===== config.mk =====
export PLATFORM = sky130hd
export DESIGN_NAME = interp_line_reader
export DESIGN_NICKNAME = d
export VERILOG_FILES = /design/src/rtl/interp_line_reader.sv
export SDC_FILE = /design/constraint.sdc
export NUM_CORES = 1
export LEC_CHECK = 0
export CAP_MARGIN = 15
export CORE_MARGIN = 3
export CORE_UTILIZATION = 46
export CTS_BUF_LIST = sky130_fd_sc_hd__clkbuf_4
export CTS_CLUSTER_SIZE = 8
export DETAILED_ROUTE_END_ITERATION = 6
export PLACE_DENSITY = 0.7
export SYNTH_ARGS = -nofsm -noshare
export SYNTH_HDL_FRONTEND = slang
export SYNTH_SLANG_ARGS = --single-unit

===== constraint.sdc =====
create_clock -name aclk -period 3.2 [get_ports aclk]
set_clock_uncertainty 0.05 [all_clocks]
set_input_delay 0.64 -clock aclk [delete_from_list [all_inputs] [get_ports aclk]]
set_output_delay 0.64 -clock aclk [all_outputs]
set_load 0.03 [all_outputs]

===== src/rtl/interp_line_reader.sv =====
`default_nettype none
// ============================================================================
// Module   : interp_line_reader
// Purpose  : Read-side sequencer for the two interpolation line FIFOs.
//            Drains afifo1 (row-interpolated lines) and afifo0
//            (column-interpolated lines) alternately, one full line each,
//            and emits the pixels as an AXI4-Stream video stream with
//            start-of-frame (tuser) and end-of-line (tlast) markers.
// Revision : 1.0 - initial release
// ----------------------------------------------------------------------------
// Ports
//   aclk                  in   single clock (FIFO read clock)
//   rst_n                 in   asynchronous active-low reset
//   enable                in   run level; low finishes the line then idles
//   afifoX_empty          in   FIFO empty flags
//   afifoX_rd_rst_busy    in   FIFO read-reset busy flags
//   afifoX_out            in   FIFO read data (valid one cycle after rd_en)
//   afifoX_rd_en          out  FIFO read strobes (never both high)
//   m_axis_tdata/tvalid   out  pixel stream
//   m_axis_tready         in   sink ready
//   m_axis_tuser          out  first pixel of frame
//   m_axis_tlast          out  last pixel of line
//   sel                   out  request-side source (0 = afifo1, 1 = afifo0)
//   frame_done            out  one-cycle pulse after the last frame pixel
// ============================================================================
module interp_line_reader #(
  parameter int dataWidth   = 8,
  parameter int LINE_WIDTH  = 1280,
  parameter int FRAME_LINES = 720
) (
  input  logic                 aclk,
  input  logic                 rst_n,
  input  logic                 enable,
  input  logic                 afifo0_empty,
  input  logic                 afifo1_empty,
  input  logic                 afifo0_rd_rst_busy,
  input  logic                 afifo1_rd_rst_busy,
  input  logic [dataWidth-1:0] afifo0_out,
  input  logic [dataWidth-1:0] afifo1_out,
  output logic                 afifo0_rd_en,
  output logic                 afifo1_rd_en,
  output logic [dataWidth-1:0] m_axis_tdata,
  output logic                 m_axis_tvalid,
  input  logic                 m_axis_tready,
  output logic                 m_axis_tuser,
  output logic                 m_axis_tlast,
  output logic                 sel,
  output logic                 frame_done
);

  localparam int            CW          = 12;
  localparam logic [CW-1:0] c_PIX_LAST  = CW'(LINE_WIDTH - 1);
  localparam logic [CW-1:0] c_LINE_LAST = CW'(FRAME_LINES - 1);

  typedef enum logic [1:0] {
    S_WAIT_RST = 2'd0,
    S_IDLE     = 2'd1,
    S_LINE     = 2'd2
  } state_t;

  state_t               r_state;
  logic                 r_sel;          // request-side source
  logic                 r_req_run;      // request side may issue reads
  logic                 r_inflight;     // a read was issued last cycle
  logic                 r_inflight_sel; // source of that read
  logic [CW-1:0]        r_req_cnt;
  logic [CW-1:0]        r_out_cnt;
  logic [CW-1:0]        r_line_cnt;
  logic [1:0]           r_occ;          // output buffer occupancy (0..2)
  logic [dataWidth-1:0] r_buf0;         // buffer head
  logic [dataWidth-1:0] r_buf1;
  logic                 r_frame_done;

  logic                 w_busy;
  logic                 w_sel_empty;
  logic                 w_pop;
  logic [2:0]           w_level;
  logic                 w_rd;
  logic [dataWidth-1:0] w_cap_data;
  logic                 w_last_beat;
  logic                 w_req_last;

  assign w_busy      = afifo0_rd_rst_busy | afifo1_rd_rst_busy;
  assign w_sel_empty = r_sel ? afifo0_empty : afifo1_empty;
  assign w_pop       = (r_occ != 2'd0) & m_axis_tready;
  // Buffer slots committed after this cycle's pop; never exceeds 2.
  assign w_level     = {1'b0, r_occ} + {2'b00, r_inflight} - {2'b00, w_pop};
  // req_cnt wraps when the last read of a line is issued, so it is always
  // below LINE_WIDTH here and needs no explicit bound check.
  assign w_rd        = (r_state == S_LINE) & r_req_run & ~w_busy &
                       ~w_sel_empty & (w_level < 3'd2);
  assign w_cap_data  = r_inflight_sel ? afifo0_out : afifo1_out;
  // Tags follow the head entry: out_cnt only moves on acceptance, so it is
  // always the beat index of the head and stays stable under backpressure.
  assign w_last_beat = (r_out_cnt == c_PIX_LAST);
  assign w_req_last  = (r_req_cnt == c_PIX_LAST);

  always_ff @(posedge aclk or negedge rst_n) begin
    if (!rst_n) begin
      r_state        <= S_WAIT_RST;
      r_sel          <= 1'b0;
      r_req_run      <= 1'b0;
      r_inflight     <= 1'b0;
      r_inflight_sel <= 1'b0;
      r_req_cnt      <= '0;
      r_out_cnt      <= '0;
      r_line_cnt     <= '0;
      r_occ          <= 2'd0;
      r_buf0         <= '0;
      r_buf1         <= '0;
      r_frame_done   <= 1'b0;
    end else begin
      r_frame_done <= 1'b0;
      if ((r_state != S_WAIT_RST) && w_busy) begin
        // FIFO went into reset: drop everything, including the read in flight.
        r_state    <= S_WAIT_RST;
        r_sel      <= 1'b0;
        r_req_run  <= 1'b0;
        r_inflight <= 1'b0;
        r_req_cnt  <= '0;
        r_out_cnt  <= '0;
        r_line_cnt <= '0;
        r_occ      <= 2'd0;
      end else begin
        case (r_state)
          S_WAIT_RST: if (!w_busy) r_state <= S_IDLE;
          S_IDLE: begin
            if (enable) begin
              r_state   <= S_LINE;
              r_req_run <= 1'b1;
            end
          end
          S_LINE:  ;
          default: r_state <= S_WAIT_RST;
        endcase

        // Request side runs ahead of the output side: it switches source as
        // soon as the last read of a line is issued, which keeps the line
        // boundary bubble-free. It only starts the next line if still enabled.
        r_inflight <= w_rd;
        if (w_rd) begin
          r_inflight_sel <= r_sel;
          if (w_req_last) begin
            r_req_cnt <= '0;
            r_sel     <= ~r_sel;
            r_req_run <= enable;
          end else begin
            r_req_cnt <= r_req_cnt + 1'b1;
          end
        end

        // Two-entry buffer, head in r_buf0.
        case ({w_pop, r_inflight})
          2'b01: begin
            if (r_occ == 2'd0) r_buf0 <= w_cap_data;
            else               r_buf1 <= w_cap_data;
            r_occ <= r_occ + 2'd1;
          end
          2'b10: begin
            r_buf0 <= r_buf1;
            r_occ  <= r_occ - 2'd1;
          end
          2'b11: begin
            if (r_occ == 2'd1) begin
              r_buf0 <= w_cap_data;
            end else begin
              r_buf0 <= r_buf1;
              r_buf1 <= w_cap_data;
            end
          end
          default: ;
        endcase

        // Output side: beat/line accounting on acceptance.
        if (w_pop) begin
          if (w_last_beat) begin
            r_out_cnt <= '0;
            if (r_line_cnt == c_LINE_LAST) begin
              r_line_cnt   <= '0;
              r_frame_done <= 1'b1;
            end else begin
              r_line_cnt <= r_line_cnt + 1'b1;
            end
            // Request side stopped at the end of this line: either resume
            // straight away or park in IDLE.
            if (!r_req_run) begin
              if (enable) r_req_run <= 1'b1;
              else        r_state   <= S_IDLE;
            end
          end else begin
            r_out_cnt <= r_out_cnt + 1'b1;
          end
        end
      end
    end
  end

  assign afifo0_rd_en  = w_rd & r_sel;
  assign afifo1_rd_en  = w_rd & ~r_sel;
  assign m_axis_tvalid = (r_occ != 2'd0);
  assign m_axis_tdata  = r_buf0;
  assign m_axis_tlast  = m_axis_tvalid & w_last_beat;
  assign m_axis_tuser  = m_axis_tvalid & (r_out_cnt == '0) & (r_line_cnt == '0);
  assign sel           = r_sel;
  assign frame_done    = r_frame_done;

endmodule
`default_nettype wire


* Word-level counts from Yosys, hierarchy flattened
Index checks and enable logic that the tools add are counted.
** Word-level totals
- Register bits after elaboration :: 61
- Bits of input ports :: 24
- Output and inout port bits :: 15
- Word-level logic and storage cells :: 111
** Operators by class
- Multiplexer cells :: 45
- Add/sub/neg operators :: 7
- Bitwise logic cells :: 15
- Order comparisons :: 1
- Equality and inequality tests :: 12
- Reductions and logical operators :: 19
** Operator list (number)
- 12-bit 2-to-1 mux :: 10
- 8-bit 2-to-1 mux :: 5
- 12-bit by 1-bit adder with 12-bit output, second input constant :: 3
- 12-bit by 11-bit == test with 1-bit output, second input constant :: 2
- 12-bit zero test :: 2
- 8-bit one-hot mux with 3 select lines :: 1
- 1-bit 2-to-1 mux :: 18
- 2-bit 2-to-1 mux :: 8
- 8-bit one-hot mux with 2 select lines :: 1
- 2-bit nonzero test :: 7
- 12-bit by 10-bit == test with 1-bit output, second input constant :: 1
- 1-bit bitwise AND :: 10
- 2-bit by 1-bit == test with 1-bit output, second input constant :: 3
- 2-bit == test, second input constant :: 3
- 2-bit inequality test, second input constant :: 3
- 2-bit one-hot mux with 3 select lines :: 1
- 2-bit AND reduction :: 3
- 3-bit nonzero test :: 2
- 2-bit zero test :: 2
- 1-bit NOT :: 4
- 2-bit one-hot mux with 2 select lines :: 1
- 4-bit AND reduction :: 1
- 2-bit by 1-bit adder with 3-bit output :: 1
- 3-bit by 2-bit less-than comparator with 1-bit output, second input constant :: 1
- 6 further kinds :: 6

* Depth between registers and ports, before layout
Gate-level depths: netlist of the first run.
- Depth after elaboration :: 11
- Depth in mapped cells :: 13
- Depth with buffers taken out :: 11

* Worst setup path before layout of the first run
Ideal clock, no wire load.
- Kind :: reg2out
- Start :: register r_occ[1]
- End :: output afifo0_rd_en
- Stages on the path, launching flop included :: 12
- Buffers on the path :: 2
- Data required time :: 2510 ps
- Slack :: -330 ps
- Arrival time :: 2840 ps
- Path through :: dfrtp_1 -> inv_1 -> ha_1 -> nor2b_1 -> buf_1 -> xnor2_1 -> nand2_1 -> fa_1 -> and4b_1 -> nand4_1 -> clkbuf_1 -> nor2_1
** Between the ends
- Word-level cells in the longest chain between the ends :: 6
- Elaborated cells between the ends (all ways) :: 7
- Classes of those cells :: add/sub: 2; order compare: 1; bitwise: 3; reduce/logical: 1
** Ends and longest elaborated chain
- start, declared :: RTL line 69 : logic [1:0] r_occ;
- start signal, assigned :: RTL line 157 : r_occ <= r_occ + 2'd1;
- start signal, assigned :: RTL line 161 : r_occ <= r_occ - 2'd1;
- branches (longest 2 deep; another with 2-bit by 1-bit adder with 3-bit output)
- 3-bit by 1-bit subtractor with 3-bit output * :: RTL line 87 : assign w_level = {1'b0, r_occ} + {2'b00, r_inflight} - {2'b00, w_pop};
- 3-bit by 2-bit less-than comparator with 1-bit output * :: RTL line 91 : ~w_sel_empty & (w_level < 3'd2);
- 1-bit bitwise AND * :: RTL line 91
- 1-bit bitwise AND * :: RTL line 198 : assign afifo0_rd_en = w_rd & r_sel;
- end, declared :: RTL line 40 : output logic afifo0_rd_en,
Every way passes the cells marked *.

* Worst setup path in the final report of the first run
- Start :: register r_occ[0]
- End :: output afifo0_rd_en
Same word-level chain as after synthesis.

==> metrics.md, run 1 <==
| Metric | Value |
|---|---|
| Fmax achieved | `305 MHz` |
| Worst Max-Slew Pin Slew | `744 ps` |
| Final Max Slew Viols | `0` |
| Drt drc | `0` |
| First drt pass iteration count | `4` |
| Routed Antenna Nets | `0` |
| Share of post-route cells with drive strength above 1 | `0.225` |
| Antenna diode count | `0` |
| Worst skew pair latency | `410 ps` |
| Vias/cell | `5.88` |
| Gr ovfl total | `0` |
| Core Util, Final | `0.611` |
| Pwr per Cell Area | `556 nW/um^2` |
| Post-synth top area cell | `dfrtp_1` |
| Initial drt markers | `120` |
| Synth Warn # | `0` |
| Final #Nets | `444` |
| Drt wl/cell | `15.7 um` |
| Crit path from | `r_occ[0]$_DFFE_PN0P_` |
| Max clock buf depth | `2` |
| I/O Buffers | `38` |
| Crit path max fanout | `3` |
| Vias in the first global route | `2,829` |
| Die area | `8590 sq um` |
| Synth area leaders | `dfrtp_1 (44%), mux2_2 (10%), a21oi_1 (3.9%), nand3_1 (3.9%), nand2_1 (3.0%)` |
| EDFF count, synth | `0` |
| Post-synth cell types | `50` |
| Htree depth | `3` |
| Synth top area share | `0.441` |
| Crit Path Class | `flop to primary output` |
| Cts bufs inserted | `9` |
| Gr usage total | `0.199` |
| Gate Count Post-Synth | `350` |
| LEAKAGE | `1.86 nW` |
| Syn Nets | `382` |
| Layout area overhead | `24.7%` |
| Peak VDD IR | `0.311 mV` |
| Synth Flop Type | `dfrtp_1` |
| Effective utilization at floorplan | `0.490` |
| Reg2reg start | `r_occ[0]$_DFFE_PN0P_` |
| Max-slew headroom | `0.504` |
| Period utilization | `1.02` |
| Fraction of registers with async set/reset | `1.00` |
| Number of clock sinks | `61` |
| Row cnt | `30` |
| Placed cell count | `491` |
| CTS clk-pin slew, worst paths | `120 ps` |
| Crit start category | `flop` |
| Core area | `7060 sq um` |
| RSZ-0062 raised after global routing | `true` |
| Mapped cell area | `3460 sq um` |
| Die Y | `92.7 um` |
| Final WL | `8070 um` |
| Register area share after synthesis | `0.441` |
| Synth Area per Inst | `9.88 sq um` |
| Largest net degree at the start of global routing | `32` |
| Num ports | `39` |
| Hold Path Class | `input pin to async pin` |
| Final worst setup slack | `-79.6 ps` |
| Detailed placement HPWL | `5590 um` |
| Routability cong. | `0.821` |
| Die X | `92.7 um` |
| Total Power | `2.40 mW` |
| FILL cells | `629` |
| Max Cap Viol | `0` |
| Root buf cell | `clkbuf_4` |
| WP data arrival | `2590 ps` |
| Flops & latches, synth | `61` |
| CP endpoint kind | `primary output` |
| WHS | `220 ps` |
| R2R Setup Slk | `320 ps` |
| Status | `complete, but fails checks` |
| First-pass GRT wire length | `13,800 um` |
| Final hold vios | `0` |
| Antenna violations before repair | `0` |
| Period minus WS final | `3280 ps` |
| Failing checks | `negative setup slack` |
| Setup violators final | `2` |
| Non-Filler Instances | `513` |
| Critical Path RT | `2510 ps` |
| CTS tree | `done` |
| Setup tns final | `-156 ps` |
| DR vias | `3,016` |
per-stage QoR:
step,cell area (sq um),setup WS [ps]
4_1_cts,4290,-64.4
6_report,4310,-79.6
3_3_place_gp,4070,-311
2_1_floorplan,3480,7.02
5_1_grt,4310,-246
3_5_place_dp,4070,-355
logic make-up after synthesis:
family,share of synthesized area
simple gates,0.222
fa+ha+maj,0.0311
buf+inv,0.0336
mux,0.116
xor+xnor,0.0177
compound gates,0.138
flops,0.441
worst max-delay path, stage by stage (launching register included):
cell     delay, ps
dfrtp_1        380
inv_2           60
ha_4           170
nor2b_4        130
xnor2_2        120
nand2_1        100
fa_1           490
and4b_1        210
nand4_1        120
buf_6          160
nor2_4          80
buf_6          130
layer usage:
layer | part of all wire | track usage | vias to the layer above
met5 | 0 | 0 | -
met4 | 0.0092 | 0.0708 | 0
met3 | 0.055 | 0.0431 | 8
met2 | 0.48 | 0.306 | 91
met1 | 0.46 | 0.279 | 1464
li1 | - | - | 1453
cells in the mapped netlist, types with 2 or more instances:
master / count
nor2_1: 19
and4_1: 4
and4b_1: 2
o21ai_0: 15
xor2_1: 5
dfrtp_1: 61
nand4_1: 9
o31ai_1: 5
clkbuf_1: 8
nor4b_1: 4
or3_1: 12
mux2i_1: 4
or2_2: 3
buf_6: 2
and3_1: 6
a311oi_1: 3
a21o_1: 3
a211oi_1: 2
nand2_1: 28
nor4_1: 7
inv_1: 14
nor3_1: 3
xnor2_1: 2
ha_1: 7
a31oi_1: 2
o22ai_1: 4
or4_1: 6
o2111ai_1: 3
nand3_1: 27
mux2_2: 32
buf_1: 3
a21oi_1: 27
layout by cell type, fill, tap and decap left out, types with 5 or more instances in the layout:
master,n
a21oi_1,27
and3_1,6
buf_4,23
clkbuf_4,9
clkdlybuf4s50_1,33
dfrtp_1,61
ha_1,6
inv_1,12
mux2_2,32
nand2_1,28
nand3_1,27
nand4_1,9
nor2_1,17
nor4_1,7
o21ai_0,15
o31ai_1,5
or3_1,12
or4_1,6
xor2_1,5
repair_timing:
action                     4_1_cts  5_1_grt
setup buffers                    4        2
pin swaps                        2        0
setup endpoints to repair        3        4
resized for setup               13        3
hold buffers                     0        0
area by class of cell:
class / count / area, sq um / area share
inverter: 14 / 52.6 / 0.0122
clock inverter: 7 / 90.1 / 0.0209
tap: 96 / 120 / 0.0278
timing repair buffer: 64 / 591 / 0.137
clock buffer: 9 / 67.6 / 0.0157
sequential: 61 / 1530 / 0.354
multi-input combinational: 262 / 1870 / 0.433
path summary, 6_finish.rpt:
kind,end,cells after the start
max in group asynchronous,r_out_cnt[7]$_DFFE_PN0P_,2
worst min register to register,r_buf1[0]$_DFFE_PN0P_,1
worst max register to register,r_req_cnt[6]$_DFFE_PN0P_,12
worst max-delay path,afifo0_rd_en,11
worst min-delay path,r_req_cnt[10]$_DFFE_PN0P_,1
min in group aclk,r_buf1[0]$_DFFE_PN0P_,1
state kept, by name, summed over array words and instances (netlist names):
name	flops
r_line_cnt	12
r_out_cnt	12
r_req_cnt	12
m_axis_tdata	8
r_buf1	8
r_occ	2
r_state	2
frame_done	1
r_inflight	1
r_inflight_sel	1
r_req_run	1
sel	1
power by group:
part	leakage [nW]	switching, mW	internal (mW)
logic	0.943	0.443	0.417
registers	0.832	0.0644	0.853
clock network	0.0833	0.310	0.313
Power figures use the tool's default switching activity.
==> inputs of run 2 (changes only) <==
CTS_CLUSTER_DIAMETER = 150   (was default)
GPL_TIMING_DRIVEN = 0   (was default)
==> metrics.md, run 2 (synthesized netlist as in run 1, its figures left out) <==
| Metric | Value |
|---|---|
| Routability cong. | `0.827 (+0.77%)` |
| Post-CTS Hold Fix Bufs | `0 (unchanged)` |
| Core area | `7060 sq um (unchanged)` |
| Power Internal | `1.50 mW (-5.1%)` |
| Sequential power share | `0.397 (+0.015)` |
| Vias in the first global route | `2,894 (+2.3%)` |
| CTS tree | `done` |
| Failing checks | `negative setup slack` |
| Dpl cell area | `4000 sq um (-1.7%)` |
| Core Util, Final | `0.608 (-0.00372)` |
| Drt wl/cell | `15.8 um (+0.26%)` |
| Switching power | `0.809 mW (-1.1%)` |
| Commonest non-fill, non-tap cell in the layout | `dfrtp_1` |
| Crit start category | `flop` |
| Clk pwr share | `0.238 (-0.022)` |
| Worst skew pair latency | `430 ps (+20 ps)` |
| RSZ-0062 raised after global routing | `true` |
| Biggest regs | `r_line_cnt (12), r_out_cnt (12), r_req_cnt (12)` |
| Crit path max fanout | `4 (+1)` |
| Reg-to-reg endpoint | `r_req_cnt[3]$_DFFE_PN0P_` |
| CTS clk-pin slew, worst paths | `120 ps (about the same)` |
| R2R cell count | `12 (unchanged)` |
| Max clock buf depth | `2 (unchanged)` |
| Crit Path Class | `flop to primary output` |
| Area of the multi-input gates | `1870 sq um (+0.27%)` |
| CP endpoint kind | `primary output` |
| Share of post-route cells with drive strength above 1 | `0.213 (-0.0125)` |
| Crit path largest cell delay | `550 ps (+60 ps)` |
| DR vias | `3,023 (+0.23%)` |
| Max-slew headroom | `0.387 (-0.117)` |
| Die area | `8590 sq um (unchanged)` |
| FILL cells | `616 (-2.1%)` |
| Slowest-stage cell, CP | `fa_1` |
| Comb power frac | `0.365 (+0.007)` |
| Row cnt | `30 (unchanged)` |
| Die Y | `92.7 um (unchanged)` |
| Effective utilization at floorplan | `0.490 (unchanged)` |
| Final Max Slew Viols | `0 (unchanged)` |
| Antenna diode count | `0 (unchanged)` |
| Worst slack at placement | `-1280 ps (-926 ps)` |
| Final hold vios | `0 (unchanged)` |
| LEAKAGE | `1.82 nW (-2.1%)` |
| Layout area overhead | `24.0%` |
| End point of the critical path | `afifo0_rd_en` |
| Setup violators final | `2 (unchanged)` |
| Fin area | `4290 sq um (-0.61%)` |
| Htree depth | `3 (unchanged)` |
| Drt drc | `0 (unchanged)` |
| Routed Antenna Nets | `0 (unchanged)` |
| Num ports | `39 (unchanged)` |
| Critical Path RT | `2510 ps (about the same)` |
| Gr ovfl total | `0 (unchanged)` |
| Crit-path cells | `inv_2 > ha_4 > nor2b_4 > xnor2_2 > nand2_1 > fa_1 > and4b_1 > nand4_1 > clkbuf_8 > nor2_4 > buf_6` |
| Register area | `1530 sq um (about the same)` |
| Crit path from | `r_occ[0]$_DFFE_PN0P_` |
| Max Cap Viol | `0 (unchanged)` |
| Largest net degree at the start of global routing | `33 (+3.1%)` |
| Final WL | `8110 um (+0.46%)` |
| Gr usage total | `0.206 (+0.00626)` |
| Cts bufs inserted | `9 (unchanged)` |
| Sw frac | `0.350 (+0.00948)` |
| Non-Filler Instances | `514 (+0.19%)` |
| Reg2reg start | `r_occ[0]$_DFFE_PN0P_` |
| Antenna violations before repair | `0 (unchanged)` |
| WP data arrival | `2770 ps (+180 ps)` |
| Final worst setup slack | `-263 ps (-184 ps)` |
| Pwr per Cell Area | `539 nW/um^2 (-3.2%)` |
| Period utilization | `1.08 (+0.0574)` |
| Total Power | `2.31 mW (-3.7%)` |
| R2R Setup Slk | `30 ps (-290 ps)` |
| Vias/cell | `5.88 (about the same)` |
| Initial drt markers | `140 (+17%)` |
| Final #Nets | `445 (+0.23%)` |
| Worst Max-Slew Pin Slew | `919 ps (+175 ps)` |
| Most frequent cells in the layout | `dfrtp_1 (60), clkdlybuf4s50_1 (33), mux2_2 (32), nand2_1 (28)` |
| Root buf cell | `clkbuf_4` |
| I/O Buffers | `38 (unchanged)` |
| Peak VDD IR | `0.270 mV (-13%)` |
| Fmax achieved | `289 MHz (-5.3%)` |
| Hold Path Class | `input pin to async pin` |
| Placed cell count | `485 (-1.2%)` |
| Number of clock sinks | `61 (unchanged)` |
| Status | `complete, but fails checks` |
| Detailed placement HPWL | `5710 um (+2.2%)` |
| Period minus WS final | `3460 ps (+184 ps)` |
| Die X | `92.7 um (unchanged)` |
| First-pass GRT wire length | `14,100 um (+2.1%)` |
| First drt pass iteration count | `4 (unchanged)` |
run 2: cell types whose count changed in the layout (fill, tap and decap cells not counted), moves of 2 or more:
cell	change
buf_1	+2
clkbuf_1	+6
clkinvlp_4	+3
buf_4	-8
run 2: worst max-delay path: cells and delay by family (launching register included):
kind                       cells  cell delay [ps]
adders and majority gates      2              730
and+or+nand+nor                5              690
DFF                            1              400
buffers and inverters          3              400
xor gates and xnor gates       1              130
run 2: worst min-delay path by stage:
stage	startpoint	to	slack, ps	depth (start not counted)
after floorplan	rst_n	frame_done$_DFF_PN0_	290	0
after global routing	rst_n	r_req_cnt[11]$_DFFE_PN0P_	220	1
after detailed placement	r_buf1[2]$_DFFE_PN0P_	r_buf1[2]$_DFFE_PN0P_	440	1
after CTS	rst_n	r_req_cnt[11]$_DFFE_PN0P_	210	1
final	rst_n	r_req_cnt[11]$_DFFE_PN0P_	200	1
after global placement	r_buf1[5]$_DFFE_PN0P_	r_buf1[5]$_DFFE_PN0P_	430	1
run 2: layout make-up:
type,count,share of cell area
Buffer,11,0.0155
Clock buffer,9,0.0158
Clock inverter,7,0.0172
Inverter,14,0.0123
Multi-Input combinational cell,262,0.437
Sequential cell,61,0.356
Tap cell,96,0.0280
Timing Repair Buffer,54,0.118
run 2: repair_timing:
action                                  4_1_cts  5_1_grt
buffers inserted                             11        4
pin swaps                                     3        4
endpoints found under the setup margin       12       12
resized for setup                            29        3
run 2: power by group through the flow:
stage	Sequential, mW	Combinational, mW	Clock (mW)
4_1_cts	0.916	0.842	0.571
3_3_place_gp	0.934	0.718	0
5_1_grt	0.930	0.922	0.598
2_1_floorplan	1.02	0.378	0
6_report	0.916	0.843	0.551
3_5_place_dp	0.937	0.734	0
run 2: routing by layer:
layer / track usage / vias up / part of all wire
li1: - / 1446 / -
met1: 0.277 / 1481 / 0.45
met2: 0.332 / 86 / 0.47
met3: 0.0463 / 10 / 0.060
met4: 0.0623 / 0 / 0.014
met5: 0 / - / 0
run 2: per-stage QoR:
step	hold slack, ps	TNS (ps)
after floorplan	294	0
final	204	-514
after global placement	431	-45410
after CTS	211	-481
after global routing	221	-2210
after detailed placement	442	-10080
==> inputs of run 3 (changes only) <==
--- a/config.mk
+++ b/config.mk
@@ -16,2 +16,4 @@
 export PLACE_DENSITY = 0.7
+export SETUP_SLACK_MARGIN = 0.1
+export SLEW_MARGIN = 20
 export SYNTH_ARGS = -nofsm -noshare
--- a/constraint.sdc
+++ b/constraint.sdc
@@ -4,2 +4,2 @@
 set_output_delay 0.64 -clock aclk [all_outputs]
-set_load 0.03 [all_outputs]
+set_load 0.02 [all_outputs]
==> metrics.md, run 3 (synthesized netlist as in run 1, its figures left out) <==
| Metric | Value |
|---|---|
| Vias in the first global route | `2,909 (+0.52%)` |
| First drt pass iteration count | `4 (unchanged)` |
| Final worst setup slack | `-219 ps (+44.3 ps)` |
| Effective utilization at floorplan | `0.490 (unchanged)` |
| Area of the multi-input gates | `1890 sq um (+0.74%)` |
| Placed cell count | `485 (unchanged)` |
| Share of post-route cells with drive strength above 1 | `0.221 (+0.00798)` |
| Worst Max-Slew Pin Slew | `881 ps (-38.1 ps)` |
| Status | `complete, but fails checks` |
| Die area | `8590 sq um (unchanged)` |
| RSZ-0062 raised after global routing | `true` |
| Antenna diode count | `0 (unchanged)` |
| Htree depth | `3 (unchanged)` |
| Crit path buffers/inverters | `3 (unchanged)` |
| Final WL | `8140 um (+0.33%)` |
| Antenna violations before repair | `0 (unchanged)` |
| Worst slack at placement | `-1170 ps (+108 ps)` |
| Worst skew pair latency | `420 ps (about the same)` |
| Period minus WS final | `3420 ps (-44.3 ps)` |
| Die X | `92.7 um (unchanged)` |
| CTS clk-pin slew, worst paths | `110 ps (about the same)` |
| Routability cong. | `0.872 (+5.4%)` |
| LEAKAGE | `1.86 nW (+2.2%)` |
| Drt drc | `0 (unchanged)` |
| Crit Path Class | `flop to primary output` |
| Non-Filler Instances | `517 (+0.58%)` |
| Failing checks | `negative setup slack` |
| Setup violators final | `2 (unchanged)` |
| Crit path largest cell delay | `550 ps (about the same)` |
| Number of clock sinks | `61 (unchanged)` |
| I/O Buffers | `38 (unchanged)` |
| Fmax achieved | `292 MHz (+1.3%)` |
| Gr ovfl total | `0 (unchanged)` |
| Top Family by Delay on Critical Path | `adder cells` |
| Final hold vios | `0 (unchanged)` |
| Root buf cell | `clkbuf_4` |
| Crit path max fanout | `4 (unchanged)` |
| Max clock buf depth | `2 (unchanged)` |
| Initial drt markers | `127 (-9.3%)` |
| Reg-to-reg endpoint | `r_req_cnt[3]$_DFFE_PN0P_` |
| Routed Antenna Nets | `0 (unchanged)` |
| R2R cell count | `12 (unchanged)` |
| Num ports | `39 (unchanged)` |
| Pwr per Cell Area | `558 nW/um^2 (+3.7%)` |
| Most frequent cells in the layout | `dfrtp_1 (60), clkdlybuf4s50_1 (33), mux2_2 (32)` |
| R2R Setup Slk | `20 ps (about the same)` |
| Slowest-stage cell, CP | `fa_1` |
| First-pass GRT wire length | `14,100 um (about the same)` |
| Layout area overhead | `26.0%` |
| Max-slew headroom | `0.413 (+0.0254)` |
| Max Cap Viol | `0 (unchanged)` |
| Gr usage total | `0.203 (-0.00297)` |
| Commonest non-fill, non-tap cell in the layout | `dfrtp_1` |
| Final Max Slew Viols | `0 (unchanged)` |
| Crit-path cells | `inv_2 > ha_4 > nor2b_4 > xnor2_4 > nand2_2 > fa_1 > and4b_1 > nand4_1 > clkbuf_8 > nor2_4 > buf_6` |
| WP data arrival | `2730 ps (-40 ps)` |
| Cts bufs inserted | `9 (unchanged)` |
| Drt wl/cell | `15.7 um (-0.25%)` |
| FILL cells | `625 (+1.5%)` |
| Detailed placement HPWL | `5620 um (-1.5%)` |
| WHS | `80.6 ps (-124 ps)` |
| Row cnt | `30 (unchanged)` |
| Core Util, Final | `0.618 (+0.0101)` |
| Period utilization | `1.07 (-0.0138)` |
| CP endpoint kind | `primary output` |
| Register area | `1530 sq um (unchanged)` |
| Biggest regs | `r_line_cnt (12), r_out_cnt (12), r_req_cnt (12)` |
| Crit start category | `flop` |
| DR vias | `3,026 (+0.099%)` |
| WP depth | `11 (unchanged)` |
| Die Y | `92.7 um (unchanged)` |
| Reg2reg start | `r_occ[0]$_DFFE_PN0P_` |
| Critical Path RT | `2510 ps (about the same)` |
| Vias/cell | `5.85 (-0.48%)` |
| Peak VDD IR | `0.258 mV (-4.3%)` |
| Hold Path Class | `input pin to async pin` |
| Core area | `7060 sq um (unchanged)` |
| Final #Nets | `448 (+0.67%)` |
| Largest net degree at the start of global routing | `33 (unchanged)` |
| CTS tree | `done` |
[run 3: cell count changes in the layout (fill, tap and decap cells not counted)]
cell | previous run | this run
nand2_1 | 28 | 27
clkdlybuf4s15_1 | 0 | 1
clkinv_4 | 0 | 2
buf_2 | 1 | 0
bufinv_16 | 1 | 2
nand2_2 | 0 | 1
xnor2_2 | 1 | 0
xnor2_4 | 0 | 1
clkbuf_8 | 1 | 2
buf_4 | 15 | 18
dlygate4sd1_1 | 1 | 0
clkinvlp_4 | 4 | 1
[run 3: per-layer routing]
metal  GRT usage  up-vias  share of wire  wire length [um]
met2       0.324       91           0.46              3780
met3      0.0349       11          0.059               483
met1       0.278     1473           0.46              3750
met5           0        -              0                 0
li1            -     1451              -                 -
met4      0.0733        0          0.016               130
[run 3: where the power goes]
part	internal, mW	switching (mW)
Clock	0.320	0.318
Sequential	0.854	0.0642
Combinational	0.469	0.410
Total	1.64	0.792
[run 3: repair_timing]
item | CTS | global route
gates resized for setup | 28 | 3
hold buffers | 0 | 0
buffers inserted | 12 | 5
endpoints found under the setup margin | 16 | 12
pin swaps | 3 | 5
[run 3: final cells by class]
type	count	area share
plain buffers	12	0.0184
well taps	96	0.0276
repair buffers	56	0.121
flip-flops and latches	61	0.350
inverters	14	0.0121
clock inverters	7	0.0227
multi-input cells	262	0.433
clock buffers	9	0.0155
[run 3: worst reg2reg max path: stages (launching register included)]
cell,delay (ps)
dfrtp_1,380
inv_2,60
ha_4,180
nor2b_4,180
xnor2_4,140
nand2_2,90
fa_1,480
and4b_1,190
buf_4,130
a41oi_1,550
clkbuf_1,370
o21ai_0,160
a21oi_1,150
[run 3: worst max-delay path by stage]
stage | from | end | slack [ps]
after global placement | m_axis_tready | afifo0_rd_en | -1120
final | r_occ[0]$_DFFE_PN0P_ | afifo0_rd_en | -220
after CTS | r_occ[1]$_DFFE_PN0P_ | afifo0_rd_en | -230
after floorplan | r_occ[1]$_DFFE_PN0P_ | afifo0_rd_en | 110
after global routing | r_occ[0]$_DFFE_PN0P_ | afifo0_rd_en | -370
after detailed placement | m_axis_tready | afifo0_rd_en | -1170
[run 3: through the flow]
stage	power [mW]	TNS [ps]	instance area, sq um
after floorplan	1.35	0	3480
after global placement	1.60	-43610	3990
after detailed placement	1.62	-9910	4000
after CTS	2.38	-440	4320
after global routing	2.56	-2340	4360
final	2.43	-422	4360
